$ cat src/rtl/quad_pkg.sv
// Shared definitions for the quadrature decoder.
//   - 2-bit phase encodings {a,b} of the Gray-coded quadrature cycle
//   - next_up / next_down: the phase that follows a given phase when the
//     encoder moves one step up or one step down
//   - DIR_UP / DIR_DOWN values reported on the direction output
package quad_pkg;

  localparam logic [1:0] PH_00 = 2'b00;
  localparam logic [1:0] PH_01 = 2'b01;
  localparam logic [1:0] PH_11 = 2'b11;
  localparam logic [1:0] PH_10 = 2'b10;

  localparam logic DIR_UP   = 1'b1;
  localparam logic DIR_DOWN = 1'b0;

  // Up cycle: 00 -> 01 -> 11 -> 10 -> 00
  function automatic logic [1:0] next_up(input logic [1:0] ph);
    logic [1:0] nxt;
    case (ph)
      PH_00:   nxt = PH_01;
      PH_01:   nxt = PH_11;
      PH_11:   nxt = PH_10;
      default: nxt = PH_00;
    endcase
    return nxt;
  endfunction

  // Down cycle: 00 -> 10 -> 11 -> 01 -> 00
  function automatic logic [1:0] next_down(input logic [1:0] ph);
    logic [1:0] nxt;
    case (ph)
      PH_00:   nxt = PH_10;
      PH_10:   nxt = PH_11;
      PH_11:   nxt = PH_01;
      default: nxt = PH_00;
    endcase
    return nxt;
  endfunction

endpackage

$ cat src/rtl/sync_ff.sv
// Multi-flop synchronizer for one asynchronous input bit.
// Ports:
//   clk    - destination clock
//   reset  - asynchronous active-high reset, clears the whole chain
//   d_i    - asynchronous input
//   q_o    - synchronized output, STAGES clk cycles behind d_i
// STAGES must be at least 2.
module sync_ff #(
  parameter int STAGES = 2
) (
  input  logic clk,
  input  logic reset,
  input  logic d_i,
  output logic q_o
);

  logic [STAGES-1:0] chain_q;

  always_ff @(posedge clk or posedge reset) begin
    if (reset) begin
      chain_q <= '0;
    end else begin
      chain_q <= {chain_q[STAGES-2:0], d_i};
    end
  end

  assign q_o = chain_q[STAGES-1];

endmodule

$ cat src/rtl/quadrature_decoder.sv
// Quadrature decoder: turns the encoder phase pair into a step strobe,
// a direction bit, a wrapping position count and illegal-transition flags.
// Ports:
//   clk      - system clock
//   reset    - asynchronous active-high reset
//   quad_a   - encoder phase A (asynchronous)
//   quad_b   - encoder phase B (asynchronous)
//   clear    - synchronous clear of count and err_flag
//   step     - one-cycle pulse per legal transition
//   up_down  - direction of the last legal step (1 = up, 0 = down)
//   count    - WIDTH-bit wrapping position
//   err      - one-cycle pulse on a double (illegal) transition
//   err_flag - sticky copy of err
// A pin change shows up on step/up_down/err SYNC_STAGES+1 cycles later.
module quadrature_decoder
  import quad_pkg::*;
#(
  parameter int WIDTH       = 8,
  parameter int SYNC_STAGES = 2
) (
  input  logic             clk,
  input  logic             reset,
  input  logic             quad_a,
  input  logic             quad_b,
  input  logic             clear,
  output logic             step,
  output logic             up_down,
  output logic [WIDTH-1:0] count,
  output logic             err,
  output logic             err_flag
);

  // Number of cycles after reset during which prev only follows s.
  localparam int PRIME_CYCLES = SYNC_STAGES + 1;
  localparam int PW           = $clog2(PRIME_CYCLES + 1);
  localparam logic [PW-1:0] PRIME_DONE = PW'(PRIME_CYCLES);

  logic       a_s;
  logic       b_s;
  logic [1:0] s;

  sync_ff #(.STAGES(SYNC_STAGES)) u_sync_a (
    .clk   (clk),
    .reset (reset),
    .d_i   (quad_a),
    .q_o   (a_s)
  );

  sync_ff #(.STAGES(SYNC_STAGES)) u_sync_b (
    .clk   (clk),
    .reset (reset),
    .d_i   (quad_b),
    .q_o   (b_s)
  );

  assign s = {a_s, b_s};

  logic [1:0]       prev_q;
  logic [PW-1:0]    prime_q,    prime_d;
  logic             step_q,     step_d;
  logic             up_down_q,  up_down_d;
  logic [WIDTH-1:0] count_q,    count_d;
  logic             err_q,      err_d;
  logic             err_flag_q, err_flag_d;
  logic             primed;

  assign primed = (prime_q == PRIME_DONE);

  always_comb begin
    prime_d    = prime_q;
    step_d     = 1'b0;
    err_d      = 1'b0;
    up_down_d  = up_down_q;
    count_d    = count_q;
    err_flag_d = err_flag_q;

    if (!primed) begin
      // Synchronizer chain still filling from its reset value; a decode
      // here would see a phantom jump from 00 to the real pin state.
      prime_d = prime_q + PW'(1);
    end else if (s != prev_q) begin
      if (s == next_up(prev_q)) begin
        step_d    = 1'b1;
        up_down_d = DIR_UP;
        count_d   = count_q + WIDTH'(1);
      end else if (s == next_down(prev_q)) begin
        step_d    = 1'b1;
        up_down_d = DIR_DOWN;
        count_d   = count_q - WIDTH'(1);
      end else begin
        // Both phases changed at once: direction is unknowable.
        err_d      = 1'b1;
        err_flag_d = 1'b1;
      end
    end

    // clear overrides the count update and the sticky flag, but the
    // step/err pulses of the same cycle are still reported.
    if (clear) begin
      count_d    = '0;
      err_flag_d = 1'b0;
    end
  end

  always_ff @(posedge clk or posedge reset) begin
    if (reset) begin
      prev_q     <= PH_00;
      prime_q    <= '0;
      step_q     <= 1'b0;
      up_down_q  <= DIR_UP;
      count_q    <= '0;
      err_q      <= 1'b0;
      err_flag_q <= 1'b0;
    end else begin
      prev_q     <= s;
      prime_q    <= prime_d;
      step_q     <= step_d;
      up_down_q  <= up_down_d;
      count_q    <= count_d;
      err_q      <= err_d;
      err_flag_q <= err_flag_d;
    end
  end

  assign step     = step_q;
  assign up_down  = up_down_q;
  assign count    = count_q;
  assign err      = err_q;
  assign err_flag = err_flag_q;

endmodule

$ cat config.mk
export PLATFORM = sky130hd
export DESIGN_NAME = quadrature_decoder
export DESIGN_NICKNAME = d
export VERILOG_FILES = /design/src/rtl/quad_pkg.sv /design/src/rtl/sync_ff.sv /design/src/rtl/quadrature_decoder.sv
export SDC_FILE = /design/constraint.sdc
export NUM_CORES = 1
export LEC_CHECK = 0
export CAP_MARGIN = 20
export CELL_PAD_IN_SITES_DETAIL_PLACEMENT = 0
export CELL_PAD_IN_SITES_GLOBAL_PLACEMENT = 1
export CORE_ASPECT_RATIO = 1.25
export CORE_MARGIN = 2
export CORE_UTILIZATION = 42
export DETAILED_ROUTE_END_ITERATION = 8
export DONT_BUFFER_PORTS = 1
export PLACE_DENSITY_LB_ADDON = 0.1
export REMOVE_ABC_BUFFERS = 1
export SYNTH_ARGS = -nofsm -noshare
export SYNTH_HDL_FRONTEND = slang
export SYNTH_HIERARCHICAL = 1
export SYNTH_SLANG_ARGS = --single-unit
$ cat constraint.sdc
create_clock -name clk -period 2.4 [get_ports clk]
set_input_delay 0.36 -clock clk [delete_from_list [all_inputs] [get_ports clk]]
set_output_delay 0.36 -clock clk [all_outputs]
set_load 0.1 [all_outputs]
Yosys cells after proc, flatten, opt, wreduce, memory -nomap -nowiden
Cells that the tools add are included.
{"block": "word_totals", "ff_bits": 20, "input_bits": 5, "out_inout_bits": 12}
{"block": "classes", "mux": 27, "n_reduce_logical": 8, "addsub": 3, "eq_ne": 9}
{"cell": "$mux 8", "n": 5}
{"cell": "$mux 1", "n": 15}
{"cell": "$pmux 2 s3", "n": 2}
{"cell": "$mux 2", "n": 5}
{"cell": "$add 8x1->8 const B", "n": 1}
{"cell": "$sub 8x1->8 const B", "n": 1}
{"cell": "$eq 2x2->1 const B", "n": 3}
{"cell": "$reduce_and 3->1", "n": 2}
{"cell": "$reduce_bool 2->1", "n": 3}
{"cell": "$eq 2x2->1", "n": 2}
{"cell": "$ne 2x2->1 const B", "n": 2}
{"cell": "$reduce_and 4->1", "n": 1}
{"cell": "$reduce_bool 3->1", "n": 1}
{"cell": "$add 2x1->2 const B", "n": 1}
{"cell": "$eq 2x1->1 const B", "n": 1}
{"cell": "$logic_not 2->1", "n": 1}
{"cell": "$ne 2x2->1", "n": 1}

Longest topological paths before layout
Gate-level depths: netlist (run 1).
{"block": "logic_depth", "ltp_word": 14, "depth_mapped": 9, "depth_no_buf": 9}

Cells and area by module
The synthesis (run 1) kept the hierarchy.
{"mod": "quadrature_decoder", "area_per_inst_um2": 967.2, "n_inst": 1, "cells_per_inst": 97}
{"mod": "sync_ff", "area_per_inst_um2": 53.8, "n_inst": 2, "cells_per_inst": 3}

Least setup slack after synthesis (run 1)
OpenSTA, ideal clock, no wires.
{"block": "synth_path", "kind": "reg2reg", "from": "register count_q[0] (netlist: count[0])", "to": "register count_q[6] (netlist: count[6])", "arrival_time_ns": 2.405, "slack_ns": -0.072, "stages_incl_launch_ff": 8, "setup_ns": 0.067, "n_path_buf": 0, "synth_period_minus_slack_ns": 2.472, "path_cell_list": "dfrtp_1 > inv_1 > fa_1 > nor2b_1 > o31a_1 > o21ai_2 > a2111oi_2 > a311o_1"}
{"block": "synth_between", "elab_chain_len": 6, "elab_cells_between_ends": 7}
{"item": "from (decl)", "line_no": "quadrature_decoder.sv:62", "rtl": "logic [WIDTH-1:0] count_q, count_d;"}
{"item": "from (signal assigned)", "line_no": "quadrature_decoder.sv:119", "rtl": "count_q <= count_d;"}
{"item": "$sub 8x1->8", "line_no": "quadrature_decoder.sv:89", "rtl": "count_d = count_q - WIDTH'(1);"}
{"item": "$mux 8", "line_no": "quadrature_decoder.sv:86", "rtl": "end else if (s == next_down(prev_q)) begin"}
{"item": "$mux 8 *", "line_no": "quadrature_decoder.sv:82", "rtl": "if (s == next_up(prev_q)) begin"}
{"item": "$mux 8 *", "line_no": "quadrature_decoder.sv:81", "rtl": "end else if (s != prev_q) begin"}
{"item": "$mux 8 *", "line_no": "quadrature_decoder.sv:77", "rtl": "if (!primed) begin"}
{"item": "$mux 8 *", "line_no": "quadrature_decoder.sv:99", "rtl": "if (clear) begin"}
Mark *: on every way between the ends. The rest lies on a longest branch, timed or not. The select of a mux whose other input is x is not followed.
A chain may end at the register's enable or synchronous reset.

Worst setup path after layout (run 1)
{"block": "layout_path", "from": "register prev_q[0]", "to": "register count_q[6] (netlist: count[6])"}
{"block": "layout_between", "elab_chain_len": 9, "elab_cells_between_ends": 21}
{"item": "from (decl)", "line_no": "quadrature_decoder.sv:58", "rtl": "logic [1:0] prev_q;"}
{"item": "from (signal assigned)", "line_no": "quadrature_decoder.sv:115", "rtl": "prev_q <= s;"}
{"item": "$eq 2x2->1 (tied with other cells)", "line_no": "quad_pkg.sv:19, quad_pkg.sv:31"}
{"item": "$pmux 2 s3", "line_no": "quad_pkg.sv:19", "rtl": "case (ph)"}
{"item": "$mux 2", "line_no": "quadrature_decoder.sv:81"}
{"item": "$mux 2", "line_no": "quadrature_decoder.sv:77"}
{"item": "$eq 2x2->1", "line_no": "quadrature_decoder.sv:82"}
{"item": "$mux 8", "line_no": "quadrature_decoder.sv:82"}
{"item": "$mux 8", "line_no": "quadrature_decoder.sv:81"}
{"item": "$mux 8", "line_no": "quadrature_decoder.sv:77"}
{"item": "$mux 8", "line_no": "quadrature_decoder.sv:99"}
Several ways; a longest one is shown, not always the timed one. The select of a mux whose other input is x is not followed.

==> metrics, run 1 <==
status=completed; leakage power=0.618 nW; required time worst endpoint=about 2.6 ns; Slew Limit Fails=0; Seq/Total Area, Yosys=0.467; dpl cells=about 150; Reg area=~500 um^2; fraction of registers with async set/reset=1.00; f_max=about 0.43 GHz; clk_lat worst skew=~0.31 ns; DP Area=roughly 1200 um^2; DRC=0; Synth Cell Area=1070 um^2; Cell Pwr Density=1360 nW/um^2; grt ovf=0; HP Class=in -> async; crit path DAT=approximately 2.5 ns; FP Rows=20; non-filler cells, final=155; clock tree buffer depth=2; GRT Overall Usage=0.166; fin area=between 1000 and 1500 um^2; I/O pin count=17; Initial DRC Count=16; top-area cell type share of the netlist area=0.442; nets@finish=approximately 140; Clock Sinks=20; WL/cell=14.8 um; Final setup viols=0; clock slew at reported path FFs=between 0.1 and 0.15 ns; CTS Buf Count=3; endpoint type of the worst setup path=flop; fill count=224; slowest stage delay, CP=approximately 0.43 ns; Tcrit/Tclk final=0.973; synthesized flop and latch total=20; Starting Density=0.443; Pwr Total=1.85 mW; CTS tree=yes; Yosys Warn Count=6; Port Buf Inserts=0; CTS Root Buffer Type=clkbuf_4; routed vias=between 700 and 800; WS Path Type=reg -> reg; vias in the first global route=between 700 and 800; Antenna Cells=0; chip width=around 50 um; First-pass DRT Iterations=2; ys flop type=dfrtp_1; first-pass GRT wire length=3570 um; unrepaired setup endpoints after global routing=true; Fin. Hold Viols=0; area grow syn2layout=26.7%; area leader, netlist=dfrtp_1; ordered cell list for the critical path=xor2_2, nor2_2, inv_2, ha_4, nor2b_4, o31a_1, buf_4, o21ai_4, a2111oi_4, a311o_1; hpwl dp=between 1500 and 2000 um; Startpoint Class=flop; antenna violations before repair=0; area of the multi-input gates=around 600 um^2; # H-tree levels=1; antenna violation net count after detailed routing=0; final WL=around 2300 um; vias per cell=between 5 and 6; max_cap viols=0; Slew @ Worst Pin=0.916 ns; number of synthesized flops with an enable pin=0; synth top area cells=dfrtp_1, ha_1, xnor2_1; Worst path slowest cell=dfrtp_1; most numerous cell in the Yosys netlist=dfrtp_1; layout cell share with drive strength beyond 1=0.311; min Tclk post-route=roughly 2.3 ns; Die Footprint=2980 um^2; routability cong.=between 0.8 and 0.9; critical path fanouts, max=6; core area=roughly 2400 um^2; Syn Area/Cell=roughly 10 um^2; synth unique cells=30; Post-Syn Instances=slightly above 100; DIE HEIGHT=60.6 um; worst vdd ir=about 0.00070 V; Post-synth top cells=dfrtp_1, a21oi_1, inv_1, nand2_1, nor2_1; largest net degree at the start of global routing=17; Slew HR=0.389; clock skew=0.00395 ns
[report_power, final]
group / total, mW / switching (mW) / internal [mW]
sequential: 0.585 / 0.184 / 0.401
clock: 0.277 / 0.108 / 0.169
combinational: 0.985 / 0.636 / 0.349
total: 1.85 / 0.928 / 0.919
[metal layers]
metal	share of wire	vias to the layer above	global-route usage
met5	0	-	0
met4	0.027	0	0.0980
met3	0.028	7	0.0369
met2	0.57	13	0.311
met1	0.38	383	0.172
li1	-	387	-
[cells in the final DEF (no fill, tap or decap), types with 2 or more instances in the layout]
cell,n
nor2_1,8
nor3_1,2
nor3b_1,2
clkbuf_4,3
ha_1,4
nand3_1,2
inv_1,8
o21ai_0,5
xnor2_1,6
nand2_1,9
dfrtp_1,19
ha_4,2
mux2_2,2
xnor2_2,2
a21oi_1,9
buf_4,16
[through the flow]
stage / hold slack [ns] / utilization / setup slack (ns) / TNS, ns
6_report: 0.00452 / 0.561 / 0.0659 / 0
5_1_grt: 0.0504 / 0.561 / -0.0369 / -0.0751
4_1_cts: 0.0345 / 0.526 / 0.00853 / 0
3_5_place_dp: 0.106 / 0.495 / -0.176 / -0.183
3_3_place_gp: 0.105 / 0.495 / -0.176 / -0.176
2_1_floorplan: 0.101 / - / -0.0720 / -0.0823
[cell families (layout without fill, tap and decap cells)]
family                     after synthesis  in the layout  share of synthesized area
AOI/OAI and AO/OA                       22             22                      0.132
and+or+nand+nor                         28             28                      0.127
muxes                                    3              3                     0.0303
xor gates and xnor gates                10             10                     0.0955
DFF                                     20             20                      0.467
buffers and inverters                   12             31                     0.0489
adders and majority gates                8              8                      0.100
[critical path: cells and delay by family, from the launching register on]
| kind | cells | cell delay, ns |
|---|---|---|
| compound gates | 4 | 0.82 |
| xor+xnor | 1 | 0.20 |
| fa+ha+maj | 1 | 0.25 |
| buf+inv | 2 | 0.27 |
| flops | 1 | 0.43 |
| simple gates | 2 | 0.26 |
[worst paths after layout]
kind,start,to,slack [ns],cells after the start
max,prev_q[0],count[6],0.07,10
min,reset,err_flag,0.005,1
max reg2reg,prev_q[0],count[6],0.07,10
min reg2reg,u_sync_a/chain_q[0],u_sync_a/chain_q[1],0.37,0
max in group asynchronous,reset,u_sync_b/chain_q[1],1.93,2
min in group clk,quad_b,u_sync_b/chain_q[0],0.06,0
[area by class of cell]
cell class / count / area share
inverters: 10 / 0.0294
multi-input cells: 71 / 0.437
clock inverters: 1 / 0.0221
clock buffers: 3 / 0.0165
flip-flops and latches: 20 / 0.369
well taps: 33 / 0.0303
repair buffers: 17 / 0.0956
[repair_timing]
item,CTS,global route
resized for setup,3,10
endpoints found under the setup margin,3,3
hold buffers,1,0
pin swaps,0,2
setup buffers,1,2
hold endpoints to repair,4,0
gates cloned,0,0
[state kept, by name (all words and copies together), names as in the netlist]
name,cells
err_flag,1
up_down,1
prev_q,2
u_sync_a/chain_q,2
count,8
step,1
prime_q,2
err,1
u_sync_b/chain_q,2
Power figures use the tool's default switching activity.
==> inputs of run 2 (changes only) <==
--- a/config.mk
+++ b/config.mk
@@ -15,6 +15,7 @@
 export DONT_BUFFER_PORTS = 1
 export PLACE_DENSITY_LB_ADDON = 0.1
 export REMOVE_ABC_BUFFERS = 1
+export SLEW_MARGIN = 40
 export SYNTH_ARGS = -nofsm -noshare
 export SYNTH_HDL_FRONTEND = slang
 export SYNTH_HIERARCHICAL = 1
==> metrics, run 2 (synthesis gave the netlist of run 1 again) <==
Clock Sinks=20 (unchanged); layout cell share with drive strength beyond 1=0.328 (+0.0164); antenna violation net count after detailed routing=0 (unchanged); # H-tree levels=1 (unchanged); antenna violations before repair=0 (unchanged); final WL=2290 um (about the same); clock skew=0.00487 ns (+0.000915 ns); required time worst endpoint=2.61 ns (about the same); CTS Root Buffer Type=clkbuf_4; WS Path Type=reg -> reg; clock tree buffer depth=2 (unchanged); endpoint type of the worst setup path=flop; Initial DRC Count=7 (-9); Cell Pwr Density=1360 nW/um^2 (about the same); routed vias=795 (+0.63%); critical path fanouts, max=6 (unchanged); DP Worst Slack=-0.176 ns (unchanged); final worst slack=0.0631 ns (-0.00275 ns); status=completed; Slew HR=0.411 (+0.0215); min Tclk post-route=2.34 ns (+0.00275 ns); clk_lat worst skew=0.31 ns (about the same); Final setup viols=0 (unchanged); core area=2430 um^2 (unchanged); nets@finish=136 (unchanged); routability cong.=0.805 (unchanged); Fin. Hold Viols=0 (unchanged); I/O pin count=17 (unchanged); worst vdd ir=0.000701 V (about the same); commonest non-fill, non-tap cell in the layout=dfrtp_1; R2R Setup Slk=0.06 ns (about the same); CTS tree=yes; R2R depth=10 (unchanged); max reg flops=8 (unchanged); CTS Buf Count=3 (unchanged); Port Buf Inserts=0 (unchanged); hpwl dp=1640 um (unchanged); max_cap viols=0 (unchanged); fin area=1360 um^2 (+0.18%); GRT Overall Usage=0.166 (unchanged); vias in the first global route=798 (unchanged); largest net degree at the start of global routing=17 (unchanged); DRC=0 (unchanged); clock slew at reported path FFs=0.12 ns (about the same); leakage power=0.616 nW (-0.46%); DIE HEIGHT=60.6 um (unchanged); Tcrit/Tclk final=0.974 (+0.00114); Starting Density=0.443 (unchanged); Fin Hold WS=0.00337 ns (-0.00115 ns); Slew Limit Fails=0 (unchanged); Slew @ Worst Pin=0.884 ns (-0.0316 ns); crit path DAT=2.54 ns (about the same); DP Area=1200 um^2 (+0.10%); Startpoint Class=flop; f_max=0.428 GHz (-0.12%); most frequent cells in the layout=dfrtp_1, buf_4, nand2_1, a21oi_1; First-pass DRT Iterations=2 (unchanged); chip width=49.2 um (unchanged); grt ovf=0 (unchanged); Pwr Total=1.85 mW (+0.16%); Die Footprint=2980 um^2 (unchanged); FP Rows=20 (unchanged); WL/cell=14.8 um (about the same); area grow syn2layout=26.9%; vias per cell=5.13 (+0.63%); HP Class=in -> async; unrepaired setup endpoints after global routing=true; first-pass GRT wire length=3570 um (unchanged); Antenna Cells=0 (unchanged)
## run 2: cell counts in the layout (fill, tap and decap cells not counted)
No cell type changed its count.
## run 2: through the flow
| stage | cells | utilization | setup TNS, ns |
|---|---|---|---|
| 6_report | 155 | 0.562 | 0 |
| 5_1_grt | 155 | 0.562 | -0.0754 |
| 4_1_cts | 153 | 0.527 | 0 |
| 3_5_place_dp | 147 | 0.495 | -0.183 |
| 3_3_place_gp | 147 | 0.495 | -0.176 |
| 2_1_floorplan | 101 | - | -0.0823 |
## run 2: repair_timing
action | CTS | global route
setup buffers | 1 | 2
gates resized for setup | 3 | 10
hold buffers | 1 | 0
pin swaps | 0 | 2
setup endpoints to repair | 3 | 3
endpoints found under the hold margin | 4 | 0
## run 2: area by class of cell
class	count	area, um^2
multi-input cells	71	596
clock buffers	3	22.5
clock inverters	1	30.0
flip-flops and latches	20	504
repair buffers	17	130
well taps	33	41.3
inverters	10	40.0
fillers	223	1060
## run 2: worst max-delay path: stages (launching register included)
cell and delay [ns]:
dfrtp_1 0.43, xor2_2 0.20, nor2_2 0.13, inv_2 0.12
ha_4 0.25, nor2b_4 0.13, o31a_1 0.31, buf_4 0.15
o21ai_4 0.15, a2111oi_4 0.09, a311o_1 0.27
## run 2: worst paths after layout
path | startpoint | endpoint
min | reset | err_flag
max reg2reg | prev_q[0] | count[6]
max | prev_q[0] | count[6]
min in group clk | quad_b | u_sync_b/chain_q[0]
max in group asynchronous | reset | u_sync_b/chain_q[1]
min reg2reg | u_sync_a/chain_q[0] | u_sync_a/chain_q[1]
## run 2: metal layers
layer  GRT usage  routed length [um]  vias to the layer above
li1            -                   -                      388
met1       0.172                 857                      387
met2       0.311                1310                       13
met3      0.0369                  65                        7
met4      0.0980                  61                        0
met5           0                   0                        -
## run 2: where the power goes
part / internal, mW / leakage [nW] / switching [mW] / total [mW]
sequential: 0.403 / 0.238 / 0.184 / 0.587
combinational: 0.349 / 0.350 / 0.636 / 0.985
clock: 0.169 / 0.0279 / 0.109 / 0.278
total: 0.921 / 0.616 / 0.929 / 1.85
==> inputs of run 3 (changes only) <==
--- a/config.mk
+++ b/config.mk
@@ -10,9 +10,8 @@
 export CELL_PAD_IN_SITES_GLOBAL_PLACEMENT = 1
 export CORE_ASPECT_RATIO = 1.25
 export CORE_MARGIN = 2
-export CORE_UTILIZATION = 42
+export CORE_UTILIZATION = 36
 export DETAILED_ROUTE_END_ITERATION = 8
-export DONT_BUFFER_PORTS = 1
 export PLACE_DENSITY_LB_ADDON = 0.1
 export REMOVE_ABC_BUFFERS = 1
 export SLEW_MARGIN = 40
==> constraint.sdc (replaced) <==
create_clock -name clk -period 2.4 [get_ports clk]
set_input_delay 0.24 -clock clk [delete_from_list [all_inputs] [get_ports clk]]
set_output_delay 0.24 -clock clk [all_outputs]
set_load 0.1 [all_outputs]
==> metrics, run 3 (synthesis gave the netlist of run 1 again) <==
status=completed; vias per cell=4.85 (-5.4%); R2R depth=9 (-1); CTS tree=yes; DRC=0 (unchanged); Startpoint Class=flop; endpoint type of the worst setup path=flop; Starting Density=0.372 (-0.0709); largest net degree at the start of global routing=17 (unchanged); crit path DAT=2.44 ns (-0.10 ns); Die Footprint=3440 um^2 (+15%); first-pass GRT wire length=3550 um (-0.78%); WL/cell=12.7 um (-14%); R2R Setup Slk=0.15 ns (+0.09 ns); CTS Buf Count=3 (unchanged); layout cell share with drive strength beyond 1=0.320 (-0.00756); antenna violations before repair=0 (unchanged); most frequent cells in the layout=dfrtp_1, buf_4, nand2_1; Fin. Hold Viols=0 (unchanged); cts-stage hold buffer count=0 (-1); Antenna Cells=0 (unchanged); critical path fanouts, max=6 (unchanged); busiest metal layer after global routing=met2; Port Buf Inserts=16 (+16); hpwl dp=1550 um (-5.2%); chip width=52.9 um (+7.4%); fill count=283 (+27%); Final setup viols=0 (unchanged); DIE HEIGHT=65.1 um (+7.5%); required time worst endpoint=2.59 ns (-0.02 ns); GRT Overall Usage=0.136 (-0.0293); vias in the first global route=806 (+1.0%); CTS Root Buffer Type=clkbuf_4; unrepaired setup endpoints after global routing=false; leakage power=0.631 nW (+2.5%); HP Class=in -> async; min Tclk post-route=2.25 ns (-0.0891 ns); RR Startpoint=prev_q[0]; Largest delay share family, worst path=multiplexers; WS Path Type=reg -> reg; routed vias=796 (+0.13%); routability cong.=0.794 (-1.4%); FP Rows=22 (+10%); I/O pin count=17 (unchanged); f_max=0.445 GHz (+4.0%); Worst path slowest cell=dfrtp_1; crit path buf inv count=1 (-1); met3 usage=0.0136 (-0.0233); core area=2890 um^2 (+19%); Initial DRC Count=20 (+13); DP Area=1270 um^2 (+6.0%); grt ovf=0 (unchanged); M1 GR Usage=0.166 (-0.00523); max reg flops=8 (unchanged); Pwr Total=1.74 mW (-6.2%); Clock Sinks=20 (unchanged); nets@finish=142 (+4.4%); antenna violation net count after detailed routing=0 (unchanged); First-pass DRT Iterations=4 (+2); fin area=1390 um^2 (+1.6%); Slew HR=0.580 (+0.169); slowest stage delay, CP=0.43 ns (about the same); worst vdd ir=0.000504 V (-28%); area grow syn2layout=28.9%; final WL=2080 um (-9.4%); reg2reg end=count[7]; clock slew at reported path FFs=0.11 ns (about the same); ordered cell list for the critical path=xor2_2, nor2_2, inv_2, ha_1, a21oi_2, o21ai_0, a21oi_2, mux2i_1, mux2_2; clock tree buffer depth=2 (unchanged); Slew Limit Fails=0 (unchanged); Fin Hold WS=0.129 ns (+0.125 ns); Cell Pwr Density=1250 nW/um^2 (-7.7%); Final Core Density=0.479 (-0.0826); Tcrit/Tclk final=0.937 (-0.0371); most used cell, CP=a21oi_2; Slew @ Worst Pin=0.629 ns (-0.255 ns); max_cap viols=0 (unchanged); GR met2 Demand/Resource=0.244 (-0.0671); clock skew=0.00245 ns (-0.00241 ns); # H-tree levels=1 (unchanged); clk_lat worst skew=0.29 ns (-0.02 ns)
-- run 3: metal layers --
layer	wire (um)	up-vias
met5	0	-
met4	15	0
met3	61	2
met2	1090	13
met1	911	385
li1	-	396
-- run 3: worst max-delay path by stage --
stage / from / endpoint / slack (ns) / depth (start not counted)
floorplan: count[0] / count[6] / -0.07 / 7
global placement: u_sync_b/chain_q[1] / count[7] / -0.06 / 9
detailed placement: u_sync_b/chain_q[1] / count[7] / -0.07 / 9
CTS: prev_q[1] / count[7] / 0.01 / 9
global route: prev_q[0] / count[6] / 0.01 / 9
finish: prev_q[0] / count[7] / 0.15 / 9
-- run 3: metrics by stage --
stage	setup TNS [ns]	cells	setup WS [ns]
6_report	0	164	0.152
5_1_grt	0	164	0.00989
4_1_cts	0	163	0.0131
3_5_place_dp	-0.0721	158	-0.0721
3_3_place_gp	-0.0586	158	-0.0586
2_1_floorplan	-0.0823	101	-0.0720
-- run 3: layout make-up --
cell class | instances | area [um^2] | share of cell area
Inverter | 10 | 40.0 | 0.0289
Timing Repair Buffer | 23 | 183 | 0.132
Sequential cell | 20 | 502 | 0.362
Clock buffer | 4 | 36.3 | 0.0262
Tap cell | 36 | 45.0 | 0.0325
Multi-Input combinational cell | 71 | 579 | 0.418
-- run 3: repair_timing --
action                     CTS  global route
setup endpoints to repair    1             3
gates resized for setup      3             6
buffers inserted             1             1
-- run 3: power breakdown --
part / total [mW] / leakage, nW / switching, mW / internal (mW)
Combinational: 1.08 / 0.369 / 0.729 / 0.347
Clock: 0.193 / 0.0210 / 0.101 / 0.0924
Sequential: 0.466 / 0.241 / 0.0633 / 0.402
Total: 1.74 / 0.631 / 0.893 / 0.842
